==> config.mk <==
export PLATFORM = sky130hd
export DESIGN_NAME = idle_screen_gen
export DESIGN_NICKNAME = d
export VERILOG_FILES = /design/src/rtl/video_pkg.sv /design/src/rtl/lfsr_galois.sv /design/src/rtl/idle_screen_gen.sv
export SDC_FILE = /design/constraint.sdc
export NUM_CORES = 1
export LEC_CHECK = 0
export BUFFER_PORTS_ARGS = -buffer_cell sky130_fd_sc_hd__buf_2
export CAP_MARGIN = 20
export CORE_MARGIN = 5
export CORE_UTILIZATION = 40
export CTS_CLUSTER_DIAMETER = 30
export CTS_CLUSTER_SIZE = 12
export DETAILED_ROUTE_END_ITERATION = 10
export SLEW_MARGIN = 20
export SYNTH_ARGS = -nofsm -noshare
export SYNTH_HDL_FRONTEND = slang
export SYNTH_SLANG_ARGS = --single-unit
==> constraint.sdc <==
create_clock -name pclk -period 6.35 [get_ports pclk]
set_input_delay 1.27 -clock pclk [delete_from_list [all_inputs] [get_ports pclk]]
set_output_delay 1.27 -clock pclk [all_outputs]
set_load 0.01 [all_outputs]
==> src/rtl/video_pkg.sv <==
// Shared definitions for the idle/test-screen video source: pattern
// encoding, default raster timing and the band triangle shaper.
package video_pkg;

  typedef enum logic [1:0] {
    MODE_BLACK = 2'd0,
    MODE_BAND  = 2'd1,
    MODE_BARS  = 2'd2,
    MODE_NOISE = 2'd3
  } mode_e;

  localparam int DEF_H_TOTAL    = 640;
  localparam int DEF_HB_START   = 310;
  localparam int DEF_HB_END     = 420;
  localparam int DEF_HS_START   = 336;
  localparam int DEF_HS_END     = 368;
  localparam int DEF_V_TOTAL    = 312;
  localparam int DEF_VB_START   = 306;
  localparam int DEF_VB_END     = 2;
  localparam int DEF_VS_START   = 308;
  localparam int DEF_VS_END     = 0;
  localparam int DEF_COLOR_W    = 6;
  localparam int DEF_BAR_W      = 80;
  localparam int DEF_PHASE_STEP = 6;

  // Folds a 10-bit ramp into a 9-bit up/down triangle.
  function automatic logic [8:0] triangle(input logic [9:0] idx);
    return idx[9] ? ~idx[8:0] : idx[8:0];
  endfunction

endpackage

==> src/rtl/lfsr_galois.sv <==
// Galois LFSR noise source; default taps give a maximal-length 23-bit sequence.
module lfsr_galois #(
  parameter int               WIDTH = 23,
  parameter logic [WIDTH-1:0] TAPS  = WIDTH'(23'h42_0000),
  parameter logic [WIDTH-1:0] SEED  = WIDTH'(1)
) (
  input  logic             pclk,
  input  logic             reset,
  input  logic             en,
  output logic [WIDTH-1:0] state
);

  // NOTE: sequential state uses non-blocking assignment so every register
  // samples pre-edge values regardless of process ordering.
  always_ff @(posedge pclk or posedge reset) begin
    if (reset)   state <= SEED;
    else if (en) state <= (state >> 1) ^ (state[0] ? TAPS : '0);
  end

endmodule

==> src/rtl/idle_screen_gen.sv <==
// Idle/test-screen source: raster timing, frame-synchronous pattern select
// with per-frame fade-in, and registered sync/blank/de/rgb outputs.
module idle_screen_gen
  import video_pkg::*;
#(
  parameter int H_TOTAL    = DEF_H_TOTAL,
  parameter int HB_START   = DEF_HB_START,
  parameter int HB_END     = DEF_HB_END,
  parameter int HS_START   = DEF_HS_START,
  parameter int HS_END     = DEF_HS_END,
  parameter int V_TOTAL    = DEF_V_TOTAL,
  parameter int VB_START   = DEF_VB_START,
  parameter int VB_END     = DEF_VB_END,
  parameter int VS_START   = DEF_VS_START,
  parameter int VS_END     = DEF_VS_END,
  parameter int COLOR_W    = DEF_COLOR_W,
  parameter int BAR_W      = DEF_BAR_W,
  parameter int PHASE_STEP = DEF_PHASE_STEP
) (
  input  logic               pclk,
  input  logic               reset,
  input  logic [1:0]         mode,
  output logic               hs,
  output logic               vs,
  output logic               hblank,
  output logic               vblank,
  output logic               de,
  output logic [COLOR_W-1:0] r,
  output logic [COLOR_W-1:0] g,
  output logic [COLOR_W-1:0] b,
  output logic               frame_start
);

  localparam int HW  = $clog2(H_TOTAL);
  localparam int VW  = $clog2(V_TOTAL);
  localparam int BCW = (BAR_W > 1) ? $clog2(BAR_W) : 1;

  logic [HW-1:0]      hc;
  logic [VW-1:0]      vc;
  logic [2:0]         bar;
  logic [BCW-1:0]     bcnt;
  logic               first;
  logic [9:0]         phase;
  logic [COLOR_W-1:0] lvl;
  mode_e              act_mode;
  logic [22:0]        noise;
  logic               fs_ev;

  lfsr_galois #(.WIDTH(23)) u_lfsr (
    .pclk  (pclk),
    .reset (reset),
    .en    (1'b1),
    .state (noise)
  );

  // The release cycle sits at (0,0) but is not treated as a frame boundary.
  assign fs_ev = (hc == '0) && (vc == '0) && !first;

  always_ff @(posedge pclk or posedge reset) begin
    if (reset) begin
      hc    <= '0;
      vc    <= '0;
      bar   <= '0;
      bcnt  <= '0;
      first <= 1'b1;
    end else begin
      first <= 1'b0;
      if (hc == HW'(H_TOTAL - 1)) begin
        hc   <= '0;
        vc   <= (vc == VW'(V_TOTAL - 1)) ? '0 : vc + 1'b1;
        bar  <= '0;
        bcnt <= '0;
      end else begin
        hc <= hc + 1'b1;
        if (bcnt == BCW'(BAR_W - 1)) begin
          bcnt <= '0;
          if (bar != 3'd7) bar <= bar + 1'b1;
        end else begin
          bcnt <= bcnt + 1'b1;
        end
      end
    end
  end

  always_ff @(posedge pclk or posedge reset) begin
    if (reset) begin
      phase    <= '0;
      lvl      <= '0;
      act_mode <= MODE_BLACK;
    end else if (fs_ev) begin
      phase <= phase + 10'(PHASE_STEP);
      if (mode_e'(mode) != act_mode) begin
        act_mode <= mode_e'(mode);
        lvl      <= '0;
      end else if (lvl != '1) begin
        lvl <= lvl + 1'b1;
      end
    end
  end

  logic               hb_n, vb_n, hs_n, vs_n, de_n;
  logic [9:0]         idx;
  logic [COLOR_W-1:0] band, n, grey;
  logic [2:0]         c;
  logic [COLOR_W-1:0] raw_r, raw_g, raw_b;

  function automatic logic [COLOR_W-1:0] scale(input logic [COLOR_W-1:0] raw,
                                               input logic [COLOR_W-1:0] lv);
    return COLOR_W'(({{COLOR_W{1'b0}}, raw} * {{COLOR_W{1'b0}}, lv}) >> COLOR_W);
  endfunction

  // NOTE: every always_comb output gets a default first so no path can
  // leave a signal unassigned and infer a latch.
  always_comb begin
    hb_n  = hblank;
    vb_n  = vblank;
    hs_n  = hs;
    vs_n  = vs;
    raw_r = '0;
    raw_g = '0;
    raw_b = '0;

    // Set wins over clear when START and END coincide.
    if (hc == HW'(HB_START))    hb_n = 1'b1;
    else if (hc == HW'(HB_END)) hb_n = 1'b0;
    if (hc == HW'(HS_START))    hs_n = 1'b1;
    else if (hc == HW'(HS_END)) hs_n = 1'b0;
    if (vc == VW'(VB_START))    vb_n = 1'b1;
    else if (vc == VW'(VB_END)) vb_n = 1'b0;
    if (vc == VW'(VS_START))    vs_n = 1'b1;
    else if (vc == VW'(VS_END)) vs_n = 1'b0;
    de_n = ~hb_n & ~vb_n;

    idx  = phase + (10'(vc) << 2);
    band = {1'b1, (COLOR_W-1)'(triangle(idx) >> (10 - COLOR_W))};
    n    = noise[22 -: COLOR_W];
    grey = (band > n) ? band - n : '0;
    c    = ~bar;

    unique case (act_mode)
      MODE_BLACK: ;
      MODE_BAND: begin
        raw_r = grey;
        raw_g = grey;
        raw_b = grey;
      end
      MODE_BARS: begin
        raw_r = c[2] ? '1 : '0;
        raw_g = c[1] ? '1 : '0;
        raw_b = c[0] ? '1 : '0;
      end
      MODE_NOISE: begin
        raw_r = noise[0 +: COLOR_W];
        raw_g = noise[COLOR_W +: COLOR_W];
        raw_b = noise[2*COLOR_W +: COLOR_W];
      end
    endcase
  end

  always_ff @(posedge pclk or posedge reset) begin
    if (reset) begin
      hs          <= 1'b0;
      vs          <= 1'b0;
      hblank      <= 1'b1;
      vblank      <= 1'b1;
      de          <= 1'b0;
      frame_start <= 1'b0;
      r           <= '0;
      g           <= '0;
      b           <= '0;
    end else begin
      hs          <= hs_n;
      vs          <= vs_n;
      hblank      <= hb_n;
      vblank      <= vb_n;
      de          <= de_n;
      frame_start <= fs_ev;
      r           <= de_n ? scale(raw_r, lvl) : '0;
      g           <= de_n ? scale(raw_g, lvl) : '0;
      b           <= de_n ? scale(raw_b, lvl) : '0;
    end
  end

endmodule

==> results.ini, run 1 <==
[setup_path]
cp-end-kind=register
critPathMaxStageDelay_ps=580
cp_data_arrival_time_ps=7000
cp_slowest_cell=or4b_4
path_class=reg2reg
worstSetupStartpointType=register
critPathMaxFanout=5
crit_required_ps=6630

[drt]
viasPerCell=5.056
first_pass_iters=5
ant_nets=0
totalWireLength_mm=18.55
vias=6194
drc=0
avgRoutedWirePerCell_microns=15.14
drtIter0Drc=289

[place]
portBuffers=27
dp_hpwl_mm=13.75
gp_congestion=0.8623

[grt]
grt_max_degree=71
antenna_found_initial=0
first_global_vias=6282
grt_pass1_wl_mm=31.13
grt_overflow=0
grt_usage_pct=17.39

[logic_synthesis]
syn_nets=955
synthTopCellsByArea=dfrtp_1, fa_1, ha_1
ys_seq_area_share_pct=30.47
synth_edf_count=0
ys_types=76
synth_top_cell_by_area=dfrtp_1
async_flop_share_pct=100.0
yosysMostFrequentCell=inv_1
synth_seq_cells=94
synthTopCellsByCount=inv_1, dfrtp_1, nand2_1
syn_avg_cell_area_sq_um=9.333
yosysTopAreaCellShare_pct=29.11
ys_warn_count=0
synth_ff_type=dfrtp_1
netlist_area_sq_um=7737
syn_inst=829

[clock_network]
clock_path_buffers=2
path_clk_slew_ps=70
cts-htree-levels=3
cts_buffers=9
root_buffer=clkbuf_16
tritoncts=done
clock_latency_ps=360
clock_sinks=94

[finish]
finalNetCount=1086
post-route-util_pct=51.31
antenna_cells=0
area_growth_pct=25.29
drive_above_1_share_pct=26.22

[power_and_ir_drop]
p_switching_uw=332.6
peakVddDrop_mv=0.1337
swShare_pct=25.33
p_int_uw=980.6
power_density_nw_per_um2=135.5
p_seq_share_pct=46.7
leakage_uw=0.004857
power_frac_comb_pct=9.1
clockPowerShare_pct=44.3

[timing]
setup_viol_count_final=16
worst-slew-pin-transition_ps=901.9
finalCritPeriodShare_pct=105.8
fin_tns_setup_ps=-3440
fmax_ghz=0.1488
maxSlewViolCount=0
rsz0062_at_grt=yes
hold_viol_final=0
clock_skew_ps=8.021
setup_slack_ps=-371.5
min_period_ps=6721
relSlewSlack_pct=39.87

[job]
max-cap-violations=0

[die]
dieArea_sq_um=22220
die_h_microns=149.1
die_x_microns=149.1
start_util_pct=40.95
rows=50
io_pins=28
fp.coreArea_sq_um=18890

[run_status]
violations=setup timing
status=finished with violations

[worst_hold_path]
hold_path.class=reg2reg

## worst max-delay path, delay by kind of cell, from the launching register on
kind | cells | cell delay [ps]
flip-flops | 1 | 410
AND/OR/NAND/NOR | 4 | 1400
multiplexers | 1 | 180
AO/OA/AOI/OAI | 7 | 1170
XOR/XNOR | 1 | 170
adder cells (fa/ha/maj) | 7 | 2520
buffers and inverters | 7 | 780
## worst paths after layout
path,startpoint,end,slack (ps),depth (start not counted)
min in group asynchronous,reset,hs$_DFFE_PP0P_,870,2
max in group asynchronous,reset,b[5]$_DFF_PP0_,4260,3
worst min register to register,u_lfsr.state[10]$_DFF_PP0_,u_lfsr.state[9]$_DFF_PP0_,380,0
worst max-delay path,phase[4]$_DFFE_PP0P_,b[5]$_DFF_PP0_,-370,27
worst min-delay path,u_lfsr.state[10]$_DFF_PP0_,u_lfsr.state[9]$_DFF_PP0_,380,0
worst max register to register,phase[4]$_DFFE_PP0P_,b[5]$_DFF_PP0_,-370,27
## logic make-up (layout without fill, tap and decap cells)
group                    after synthesis  count (layout)  share of synthesized area (%)
adder cells (fa/ha/maj)              122             122                          24.48
multiplexers                          10              10                          1.326
AO/OA/AOI/OAI                        145             145                          13.29
AND/OR/NAND/NOR                      283             283                          18.61
other                                  1               1                        0.04847
flip-flops                            94              94                          30.47
XOR/XNOR                              48              48                          5.433
buffers and inverters                126             262                          6.339
## per-layer routing
layer	vias up	GRT usage, %	routed length [microns]
met1	3022	24.50	8978
met2	108	27.97	8527
met3	21	3.008	821
li1	3043	-	-
met4	0	4.211	220
met5	-	0	0
## state kept, by name, summed over array words and instances, names as in the netlist
name	cells
g	6
lvl	6
vc	9
u_lfsr.state	23
first	1
b	6
act_mode	2
de	1
vs	1
vblank	1
r	6
hc	10
hblank	1
phase	9
bar	3
bcnt	7
hs	1
frame_start	1
## area by class of cell
| type | instances | area, sq um |
|---|---|---|
| inverters | 101 | 381.6 |
| well taps | 260 | 325.3 |
| flip-flops and latches | 94 | 2357 |
| fillers | 1785 | 9199 |
| repair buffers | 145 | 1051 |
| clock inverters | 5 | 63.81 |
| multi-input cells | 609 | 5263 |
| clock buffers | 11 | 252.7 |
## power by group through the flow
| stage | Clock, uW | Combinational [uW] | Sequential (uW) |
|---|---|---|---|
| CTS | 595 | 110 | 612 |
| detailed placement | 0 | 104 | 624 |
| global route | 620 | 133 | 613 |
| floorplan | 0 | 68.4 | 616 |
| finish | 581 | 119 | 613 |
| global placement | 0 | 104 | 624 |
## per-stage QoR
stage	worst slack (ps)	cell area [sq um]	std cells	total power, uW	hold WS (ps)
floorplan	7.852	7807	829	684.9	346.7
global placement	-290.0	8811	1178	727.2	359.6
detailed placement	-412.5	8811	1178	727.6	360.8
CTS	-200.8	9340	1211	1318	377.4
global route	-600.7	9694	1225	1367	385.6
finish	-371.5	9694	1225	1313	377.5
## timing repair
action	4_1_cts	5_1_grt
hold buffers	0	0
setup buffers	17	15
setup endpoints to repair	18	18
gates resized for setup	29	57
pin swaps	15	50
## layout by cell type (no fill, tap or decap), types with 9 or more instances in the layout
| master | n |
|---|---|
| a21oi_1 | 26 |
| and2_1 | 42 |
| xor2_1 | 22 |
| nand3_1 | 19 |
| o21ai_0 | 31 |
| o21ai_1 | 10 |
| buf_2 | 27 |
| nand2_1 | 76 |
| xnor2_1 | 23 |
| ha_1 | 66 |
| inv_1 | 94 |
| clkbuf_16 | 9 |
| dfrtp_1 | 90 |
| nor2_1 | 51 |
| nor3_1 | 9 |
| buf_4 | 110 |
| nand2b_1 | 9 |
| or3_1 | 11 |
| fa_1 | 48 |
No activity file was read; power rests on OpenSTA's default activity.
==> run 2, diff against run 1 <==
PLACE_DENSITY = 0.57   (was default)
clock period = 7.7 ns   (was 6.35 ns; I/O delays follow)
==> run 2 against run 1 <==
Clock power decreased by 12%. Utilization is 6.2 points lower. Clock skew rose by 4.3 ps. First-iteration DRC count grew 10%. Sequential share of layout area is 3.4 points higher. The flow now finishes without violations. Largest cell class unchanged. Final cell count is 8.8% lower. Critical path depth down 1.
==> results.ini, run 2 (same netlist as run 1, synthesis figures left out) <==
[finish]
drive_above_1_share_pct=9.918
reg_top3=u_lfsr.state (23), hc (10)
antenna_cells=0
area_growth_pct=10.14
final_common_cell=inv_1
largest_register_ffs=23
regMostFlops=u_lfsr.state
finalNetCount=978
mostFrequentLayoutCells=inv_1, dfrtp_1, nand2_1
nFillCells=1917

[power_and_ir_drop]
p_seq_share_pct=46.4
swShare_pct=25.40
p_int_uw=811.7
peakVddDrop_mv=0.1057
leakage_uw=0.004259
clockPowerShare_pct=46.9
power_density_nw_per_um2=127.7
p_switching_uw=276.3
total_power_uw=1088
power_frac_comb_pct=6.7

[place]
gp_congestion=0.8224
dp_hpwl_mm=13.39
portBuffers=27

[timing]
min_period_ps=7193
relSlewSlack_pct=45.03
setup_viol_count_final=0
clock_skew_ps=12.33
fin_tns_setup_ps=0
maxSlewViolCount=0
hold_viol_final=0
fmax_ghz=0.1390
finalCritPeriodShare_pct=93.42
rsz0062_at_grt=no
worst-slew-pin-transition_ps=819.1

[setup_path]
path_common_cell=fa_1
cp-end-kind=register
cp_num_buf_inv=2
cp_slowest_cell=or4b_4
cp_top_family=adder cells
cp_data_arrival_time_ps=7460
worstSetupStartpointType=register
critPathMaxStageDelay_ps=600
path_class=reg2reg
critPathMaxFanout=9
crit_required_ps=7960

[clock_network]
tritoncts=done
root_buffer=clkbuf_16
path_clk_slew_ps=80
clock_latency_ps=360
clock_path_buffers=2
hold_buffers=0
cts_buffers=9
cts-htree-levels=3
clock_sinks=94

[grt]
grt_overflow=0
grt_pass1_wl_mm=30.09
grt_max_degree=54
grt_usage_pct=16.87
antenna_found_initial=0
first_global_vias=5887

[die]
start_util_pct=40.95
die_h_microns=149.1
die_x_microns=149.1
io_pins=28
dieArea_sq_um=22220
fp.coreArea_sq_um=18890
rows=50

[worst_hold_path]
hold_path.class=reg2reg

[drt]
vias=5744
drtIter0Drc=319
first_pass_iters=5
ant_nets=0
viasPerCell=5.142
drc=0
totalWireLength_mm=17.47
avgRoutedWirePerCell_microns=15.64

[job]
max-cap-violations=0

[run_status]
status=finished clean

[run 2: power groups by stage]
| stage | Clock, uW | Sequential, uW | Combinational (uW) |
|---|---|---|---|
| floorplan | 0 | 508 | 54.5 |
| global placement | 0 | 514 | 72.7 |
| detailed placement | 0 | 515 | 72.6 |
| CTS | 526 | 505 | 73.0 |
| global route | 543 | 506 | 83.6 |
| finish | 511 | 505 | 72.4 |
[run 2: layer usage]
| metal | routed length [microns] | track usage, % | vias to the layer above |
|---|---|---|---|
| li1 | - | - | 2838 |
| met1 | 8639 | 24.35 | 2831 |
| met2 | 8220 | 26.82 | 62 |
| met3 | 436 | 2.005 | 13 |
| met4 | 170 | 4.805 | 0 |
| met5 | 0 | 0 | - |
[run 2: area by class of cell]
class | count | area (sq um) | area share (%)
clock inverters | 7 | 108.9 | 1.277
repair buffers | 37 | 210.2 | 2.467
multi-input cells | 609 | 4912 | 57.64
inverters | 101 | 381.6 | 4.478
flip-flops and latches | 94 | 2359 | 27.68
clock buffers | 9 | 225.2 | 2.643
well taps | 260 | 325.3 | 3.817
[run 2: final timing paths]
kind / startpoint / to / slack, ps / cells after the start
setup / recovery: vc[2]$_DFFE_PP0N_ / r[5]$_DFF_PP0_ / 510 / 26
hold / removal: u_lfsr.state[20]$_DFF_PP0_ / u_lfsr.state[19]$_DFF_PP0_ / 370 / 0
setup reg to reg: vc[2]$_DFFE_PP0N_ / r[5]$_DFF_PP0_ / 510 / 26
hold reg to reg: u_lfsr.state[20]$_DFF_PP0_ / u_lfsr.state[19]$_DFF_PP0_ / 370 / 0
max in group asynchronous: reset / vc[2]$_DFFE_PP0N_ / 5410 / 3
min in group asynchronous: reset / hc[2]$_DFF_PP0_ / 1230 / 2
[run 2: metrics by stage]
stage	setup slack (ps)	hold WS (ps)	area, sq um	utilization (%)	instances
after global placement	328.0	358.6	8162	43.20	1100
after floorplan	1023	346.7	7737	-	829
final	507.0	371.2	8522	45.11	1117
after detailed placement	124.1	366.6	8162	43.20	1100
after CTS	75.58	380.1	8496	44.97	1116
after global routing	35.39	386.6	8522	45.11	1117
[run 2: timing repair]
item,CTS,global route
gates resized for setup,0,13
setup endpoints to repair,0,14
endpoints found under the hold margin,0,0
setup buffers,0,1
